## src/rtl/dcache_dm_wt.sv

```systemverilog
// dcache_dm_wt: direct-mapped, write-through, no-write-allocate L1 data cache
// with one 32-bit word per line. It sits between the load/store unit and a
// backing data memory.
//
// Parameters:
//   ADDR_WIDTH - byte address width
//   LINES      - number of lines (power of two, >= 2)
//   IDX_W      - derived index width
//   TAG_W      - derived tag width
//
// Ports:
//   clk, rst_n                  - clock, synchronous active-low reset
//   req_valid/req_ready         - request handshake
//   req_we, req_addr,
//   req_funct3, req_wdata       - request fields (RV32 funct3, right-aligned data)
//   inv                         - invalidate all lines (only acted on in IDLE)
//   resp_valid, resp_rdata,
//   resp_err                    - one-cycle response pulse
//   mem_req/mem_ack             - backing memory handshake
//   mem_we, mem_addr, mem_wdata,
//   mem_wstrb, mem_rdata        - backing memory transfer fields
//
// Optional feature (macro DCACHE_STATS_EN): adds saturating 32-bit hit_cnt and
// miss_cnt outputs that count accepted legal load hits and misses.
module dcache_dm_wt #(
  parameter int ADDR_WIDTH = 32,
  parameter int LINES = 64,
  localparam int IDX_W = $clog2(LINES),
  localparam int TAG_W = ADDR_WIDTH - 2 - IDX_W
) (
  input  logic                  clk,
  input  logic                  rst_n,
  input  logic                  req_valid,
  output logic                  req_ready,
  input  logic                  req_we,
  input  logic [ADDR_WIDTH-1:0] req_addr,
  input  logic [2:0]            req_funct3,
  input  logic [31:0]           req_wdata,
  input  logic                  inv,
  output logic                  resp_valid,
  output logic [31:0]           resp_rdata,
  output logic                  resp_err,
  output logic                  mem_req,
  output logic                  mem_we,
  output logic [ADDR_WIDTH-1:0] mem_addr,
  output logic [31:0]           mem_wdata,
  output logic [3:0]            mem_wstrb,
  input  logic                  mem_ack,
  input  logic [31:0]           mem_rdata
`ifdef DCACHE_STATS_EN
  ,
  output logic [31:0]           hit_cnt,
  output logic [31:0]           miss_cnt
`endif
);

  localparam logic [1:0] IDLE   = 2'd0;
  localparam logic [1:0] MEM_RD = 2'd1;
  localparam logic [1:0] MEM_WR = 2'd2;
  localparam logic [1:0] RESP   = 2'd3;

  logic [1:0]            state_q, state_d;
  logic [LINES-1:0]      valid_q;
  logic [TAG_W-1:0]      tag_q  [LINES];
  logic [31:0]           data_q [LINES];
  logic [ADDR_WIDTH-1:0] addr_q;
  logic                  we_q;
  logic [2:0]            funct3_q;
  logic [31:0]           wdata_q;
  logic [31:0]           resp_rdata_q, resp_rdata_d;
  logic                  resp_err_q, resp_err_d;

  logic [1:0]       req_off;
  logic [IDX_W-1:0] req_idx, idx_q;
  logic [TAG_W-1:0] req_tag, tagr_q;
  logic             req_hit, req_err, accept, wr_hit;
  logic [3:0]       strb;

  // Selects the byte/half at the given offset and extends it per funct3.
  function automatic logic [31:0] extract(input logic [31:0] w, input logic [1:0] off,
                                          input logic [2:0] f3);
    logic [7:0]  b;
    logic [15:0] h;
    b = w[{off, 3'b000} +: 8];
    h = w[{off[1], 4'b0000} +: 16];
    case (f3)
      3'b000:  extract = {{24{b[7]}}, b};
      3'b100:  extract = {24'd0, b};
      3'b001:  extract = {{16{h[15]}}, h};
      3'b101:  extract = {16'd0, h};
      3'b010:  extract = w;
      default: extract = 32'd0;
    endcase
  endfunction

  // Illegal funct3 for the access direction, or a misaligned half/word.
  function automatic logic check_err(input logic we, input logic [2:0] f3,
                                     input logic [1:0] off);
    logic illegal, mis;
    if (we) illegal = f3[2] | (f3[1:0] == 2'b11);
    else    illegal = (f3[1:0] == 2'b11) | (f3 == 3'b110);
    mis = ((f3[1:0] == 2'b01) & off[0]) | ((f3[1:0] == 2'b10) & (off != 2'b00));
    check_err = illegal | mis;
  endfunction

  assign req_off = req_addr[1:0];
  assign req_idx = req_addr[IDX_W+1:2];
  assign req_tag = req_addr[ADDR_WIDTH-1:IDX_W+2];
  assign req_hit = valid_q[req_idx] && (tag_q[req_idx] == req_tag);
  assign req_err = check_err(req_we, req_funct3, req_off);

  assign req_ready = rst_n && (state_q == IDLE) && !inv;
  assign accept    = req_valid && req_ready;

  assign idx_q  = addr_q[IDX_W+1:2];
  assign tagr_q = addr_q[ADDR_WIDTH-1:IDX_W+2];
  // Hit status for a store is evaluated at the ack; the array cannot change
  // between acceptance and ack, so this equals the lookup-time result.
  assign wr_hit = valid_q[idx_q] && (tag_q[idx_q] == tagr_q);

  always_comb begin
    case (funct3_q[1:0])
      2'b00:   strb = 4'b0001 << addr_q[1:0];
      2'b01:   strb = 4'b0011 << addr_q[1:0];
      default: strb = 4'b1111;
    endcase
  end

  assign mem_req    = (state_q == MEM_RD) || (state_q == MEM_WR);
  assign mem_we     = (state_q == MEM_WR);
  assign mem_addr   = {addr_q[ADDR_WIDTH-1:2], 2'b00};
  assign mem_wdata  = wdata_q << {addr_q[1:0], 3'b000};
  assign mem_wstrb  = (state_q == MEM_WR) ? strb : 4'b0000;

  assign resp_valid = (state_q == RESP);
  assign resp_rdata = resp_valid ? resp_rdata_q : 32'd0;
  assign resp_err   = resp_valid ? resp_err_q : 1'b0;

  always_comb begin
    state_d      = state_q;
    resp_rdata_d = resp_rdata_q;
    resp_err_d   = resp_err_q;
    case (state_q)
      IDLE: begin
        if (accept) begin
          resp_rdata_d = 32'd0;
          resp_err_d   = 1'b0;
          if (req_err) begin
            state_d    = RESP;
            resp_err_d = 1'b1;
          end else if (req_we) begin
            state_d = MEM_WR;
          end else if (req_hit) begin
            state_d      = RESP;
            resp_rdata_d = extract(data_q[req_idx], req_off, req_funct3);
          end else begin
            state_d = MEM_RD;
          end
        end
      end
      MEM_RD: begin
        if (mem_ack) begin
          state_d      = RESP;
          resp_rdata_d = extract(mem_rdata, addr_q[1:0], funct3_q);
        end
      end
      MEM_WR: begin
        if (mem_ack) begin
          state_d      = RESP;
          resp_rdata_d = 32'd0;
        end
      end
      default: begin
        state_d      = IDLE;
        resp_rdata_d = 32'd0;
        resp_err_d   = 1'b0;
      end
    endcase
  end

  always_ff @(posedge clk) begin
    if (!rst_n) begin
      state_q      <= IDLE;
      valid_q      <= '0;
      resp_rdata_q <= 32'd0;
      resp_err_q   <= 1'b0;
    end else begin
      state_q      <= state_d;
      resp_rdata_q <= resp_rdata_d;
      resp_err_q   <= resp_err_d;
      if (state_q == IDLE && inv) valid_q <= '0;
      else if (state_q == MEM_RD && mem_ack) valid_q[idx_q] <= 1'b1;
    end
  end

  // Request capture and tag/data arrays carry no reset.
  always_ff @(posedge clk) begin
    if (accept) begin
      addr_q   <= req_addr;
      we_q     <= req_we;
      funct3_q <= req_funct3;
      wdata_q  <= req_wdata;
    end
    if (rst_n && state_q == MEM_RD && mem_ack) begin
      tag_q[idx_q]  <= tagr_q;
      data_q[idx_q] <= mem_rdata;
    end
    if (rst_n && state_q == MEM_WR && mem_ack && wr_hit) begin
      for (int b = 0; b < 4; b++) begin
        if (strb[b]) data_q[idx_q][8*b +: 8] <= mem_wdata[8*b +: 8];
      end
    end
  end

`ifdef DCACHE_STATS_EN
  logic [31:0] hit_cnt_q, miss_cnt_q;

  always_ff @(posedge clk) begin
    if (!rst_n) begin
      hit_cnt_q  <= 32'd0;
      miss_cnt_q <= 32'd0;
    end else if (accept && !req_err && !req_we) begin
      if (req_hit) begin
        if (hit_cnt_q != 32'hFFFF_FFFF) hit_cnt_q <= hit_cnt_q + 32'd1;
      end else begin
        if (miss_cnt_q != 32'hFFFF_FFFF) miss_cnt_q <= miss_cnt_q + 32'd1;
      end
    end
  end

  assign hit_cnt  = hit_cnt_q;
  assign miss_cnt = miss_cnt_q;
`endif

  logic unused_we;
  assign unused_we = we_q;

endmodule

```

## config.mk

```make
export PLATFORM = sky130hd
export DESIGN_NAME = dcache_dm_wt
export DESIGN_NICKNAME = d
export VERILOG_FILES = /design/src/rtl/dcache_dm_wt.sv
export SDC_FILE = /design/constraint.sdc
export NUM_CORES = 2
export LEC_CHECK = 0
export ABC_AREA = 0
export BUFFER_PORTS_ARGS = -buffer_cell sky130_fd_sc_hd__buf_2
export CAP_MARGIN = 20
export CELL_PAD_IN_SITES_DETAIL_PLACEMENT = 0
export CELL_PAD_IN_SITES_GLOBAL_PLACEMENT = 1
export CORE_ASPECT_RATIO = 1.5
export CORE_MARGIN = 8
export CORE_UTILIZATION = 58
export CTS_BUF_LIST = sky130_fd_sc_hd__clkbuf_4
export CTS_CLUSTER_SIZE = 28
export DETAILED_ROUTE_END_ITERATION = 10
export PLACE_DENSITY_LB_ADDON = 0.2
export SLEW_MARGIN = 5
export SYNTH_ARGS = -nofsm -noshare
export SYNTH_HDL_FRONTEND = slang
export SYNTH_SLANG_ARGS = --single-unit
```

## constraint.sdc

```tcl
create_clock -name clk -period 7.2 [get_ports clk]
set_clock_uncertainty 0.2 [all_clocks]
set_input_delay 1.44 -clock clk [delete_from_list [all_inputs] [get_ports clk]]
set_output_delay 1.44 -clock clk [all_outputs]
set_load 0.005 [all_outputs]
```

==> reports/qor.yml <==
logic_synthesis:
  synth-edff-count: 3651
  synth_cell_types: 96
  avgSynthCellArea_sq_um: 19.5
  synth_area_sq_mm: 0.161
  ys_seq_area_share_pct: 69.3
  synthArstFlopShare_pct: 0
  ys.warnings.count: 0
  yosys_register_bits: 3756
  postSynthCellCount: 8256
  synthFlopType: "edfxtp_1"
timing:
  whs_ps: 82.1
  setup_viol: 0
  maxSlewViolCount: 0
  period_minus_slack_ps: 6660
  hold_viol_final: 0
  fmax_mhz: 150
  slew_headroom_pct: 11.3
  final.period_utilization_pct: 92.4
  rsz0062_at_grt: "false"
  tightest_slew_ps: 1320
hold_path:
  hold_start: "req_addr[13]"
  holdPathStages: 1
  hold_path_class: "input pin to flip-flop"
  min_to: "addr_q[13]$_DFFE_PP_"
cells_and_area:
  ff_latch_area_sq_mm: 0.112
  synthToLayoutAreaGrowth_pct: 13.4
  nets: 9687
  post-route-util_pct: 66.0
  nFillCells: 18900
  drive_gt1_share_pct: 37.5
  multi_input_area_sq_mm: 0.0467
  instances_no_fill: 14000
clock_tree:
  htreeDepth: 6
  postCtsSetupBuffers: 0
  clockBufferDepth: 4
  clk_pin_slew_ps: 70
  cts_sinks: 3756
  clk_latency_ps: 1540
  clock_tree.root_cell: "clkbuf_4"
  cts_tree: "built"
  cts_buffers: 852
floorplan:
  die-area_sq_mm: 0.295
  die_y_microns: 662
  start_util_pct: 58.2
  rows: 237
  core_area_sq_mm: 0.277
  die_w_microns: 446
  io_pins: 210
placed_design:
  numPortBuffers: 207
  dp_hpwl_microns: 392000
  dp.cells: 12400
  gp_congestion: 1.02
critical_path:
  r2r_cells: 14
  cp.required_ps: 8050
  rrSetupSlack_ps: 540
  critPathMaxFanout: 64
  timing.rr.end: "data_q[48][0]$_DFFE_PP_"
  cp-start-kind: "flip-flop"
  crit_type: "flip-flop to flip-flop"
  arrival_ps: 7510
  cp-end-kind: "flip-flop"
grt:
  antenna_found_initial: 55
  grt_use_total_pct: 39.7
  overflow: 0
  grt_max_degree: 95
  grt_pass1_wl_microns: 802000
  grt_pass1_vias: 99500
route:
  drtAntennaViolNets: 0
  drt-vias-per-instance: 7.13
  drcViolationCount: 0
  drtIter0Drc: 14500
  wirelength_microns: 590000
  dr_total_vias: 99500
  wl_per_cell_microns: 42.2
  drt_pass1_iterations: 8
job:
  cap_violations: 0
status:
  status: "complete, no violations"
power_and_ir_drop:
  power.density_mw_per_mm2: 255
  power_mw: 46.6
  leakage_nw: 60.2
  irDropWorstVdd_uv: 165
==> flip-flops by register name, indices dropped and copies added, names as in the netlist, named ones only <==
| name | count |
|---|---|
| data_q | 2048 |
| tag_q | 1536 |
| valid_q | 64 |
| addr_q | 32 |
| resp_rdata_q | 32 |
| wdata_q | 32 |
| funct3_q | 3 |
| state_q | 2 |
| resp_err_q | 1 |
==> through the flow <==
step	TNS (ps)	worst slack, ps	area (sq um)
floorplan	0	1830	161000
global placement	-8510	-352	171000
detailed placement	0	569	172000
CTS	0	1110	182000
global route	0	707	183000
finish	0	545	183000
==> power by group <==
| part | internal, mW | switching (mW) | leakage, nW | total (mW) |
|---|---|---|---|---|
| Clock | 8.15 | 8.42 | 6.29 | 16.6 |
| Sequential | 24.1 | 0.224 | 33.7 | 24.3 |
| Combinational | 2.02 | 3.63 | 20.2 | 5.64 |
| Total | 34.3 | 12.3 | 60.2 | 46.6 |
==> worst max-delay path, cell delays in order (launching register included) <==
cell and delay, ps:
dfxtp_4 930, buf_12 350, buf_4 380, mux4_2 540
mux2i_1 340, o22ai_1 190, nor3_1 240, nor3b_1 100
nor4_1 1050, and4_1 410, nand4_2 100, buf_4 240
or2_0 380, a22o_2 360, buf_12 180
==> worst max path at each step <==
stage	start	to	slack, ps	depth (start not counted)
global route	flip-flop	data_q[36][2]$_DFFE_PP_	710	14
finish	flip-flop	data_q[48][0]$_DFFE_PP_	540	14
global placement	req_addr[2]	resp_rdata_q[27]$_SDFFE_PN0P_	-350	14
CTS	flip-flop	data_q[48][0]$_DFFE_PP_	1110	13
detailed placement	req_addr[2]	resp_rdata_q[22]$_SDFFE_PN0P_	570	13
floorplan	req_addr[2]	resp_rdata_q[3]$_SDFFE_PN0P_	1830	15
==> synth_stat cells, types with 92 or more instances <==
| master | instances | area [sq um] |
|---|---|---|
| edfxtp_1 | 3651 | 110000 |
| mux4_2 | 1280 | 28800 |
| nor2_1 | 500 | 1880 |
| mux2i_1 | 403 | 4030 |
| nand2_1 | 277 | 1040 |
| clkbuf_1 | 196 | 736 |
| buf_2 | 185 | 926 |
| a22oi_1 | 182 | 1370 |
| dfxtp_1 | 105 | 2100 |
| o21ai_0 | 101 | 505 |
| buf_4 | 100 | 751 |
| a21oi_1 | 96 | 480 |
| nand3_1 | 92 | 460 |
==> per-layer routing <==
layer  wire [microns]  vias to the layer above  global-route usage, %
met5              198                        -                      0
met3            69100                     2379                   11.8
met2           276000                     8101                   62.0
met1           178000                    51000                   44.2
li1                 -                    38000                      -
met4            65900                       28                   35.0
==> timing repair <==
| item | in CTS | in global routing |
|---|---|---|
| resized for setup | 0 | 0 |
| hold buffers | 40 | 0 |
| hold endpoints to repair | 40 | 0 |
==> area by class of cell <==
class                   count  area share, %
flip-flops and latches   3756           61.1
multi-input cells        3873           25.5
clock buffers            1218           5.00
repair buffers           1063           4.87
well taps                3704           2.54
clock inverters           267          0.773
inverters                  32         0.0732
diodes                     50         0.0685
==> cells by family after synthesis <==
kind of cell | after synthesis | synth area share, %
AOI/OAI and AO/OA | 858 | 3.74
buffers and inverters | 628 | 2.08
adders and majority gates | 4 | 0.0311
xor gates and xnor gates | 35 | 0.190
muxes | 1766 | 21.1
and+or+nand+nor | 1208 | 3.46
DFF | 3756 | 69.3
other | 1 | 0.00233
==> layout by cell type, fill, tap and decap left out, types with 37 or more instances in the layout <==
master / instances
buf_4: 715
dlygate4sd3_1: 40
clkinv_1: 189
mux2i_1: 403
o22ai_1: 68
mux4_2: 1280
nor2_1: 431
nor2_4: 66
nor3_1: 37
nand2_1: 275
dfxtp_1: 99
nand3_1: 92
mux2_2: 64
a21oi_1: 96
clkbuf_4: 1218
nor2b_1: 42
a211oi_1: 51
a22oi_1: 182
diode_2: 50
a31oi_1: 91
edfxtp_1: 3651
buf_12: 92
o21ai_0: 101
a221oi_1: 50
buf_2: 202
and2_1: 62
No activity file was read; power rests on OpenSTA's default activity.
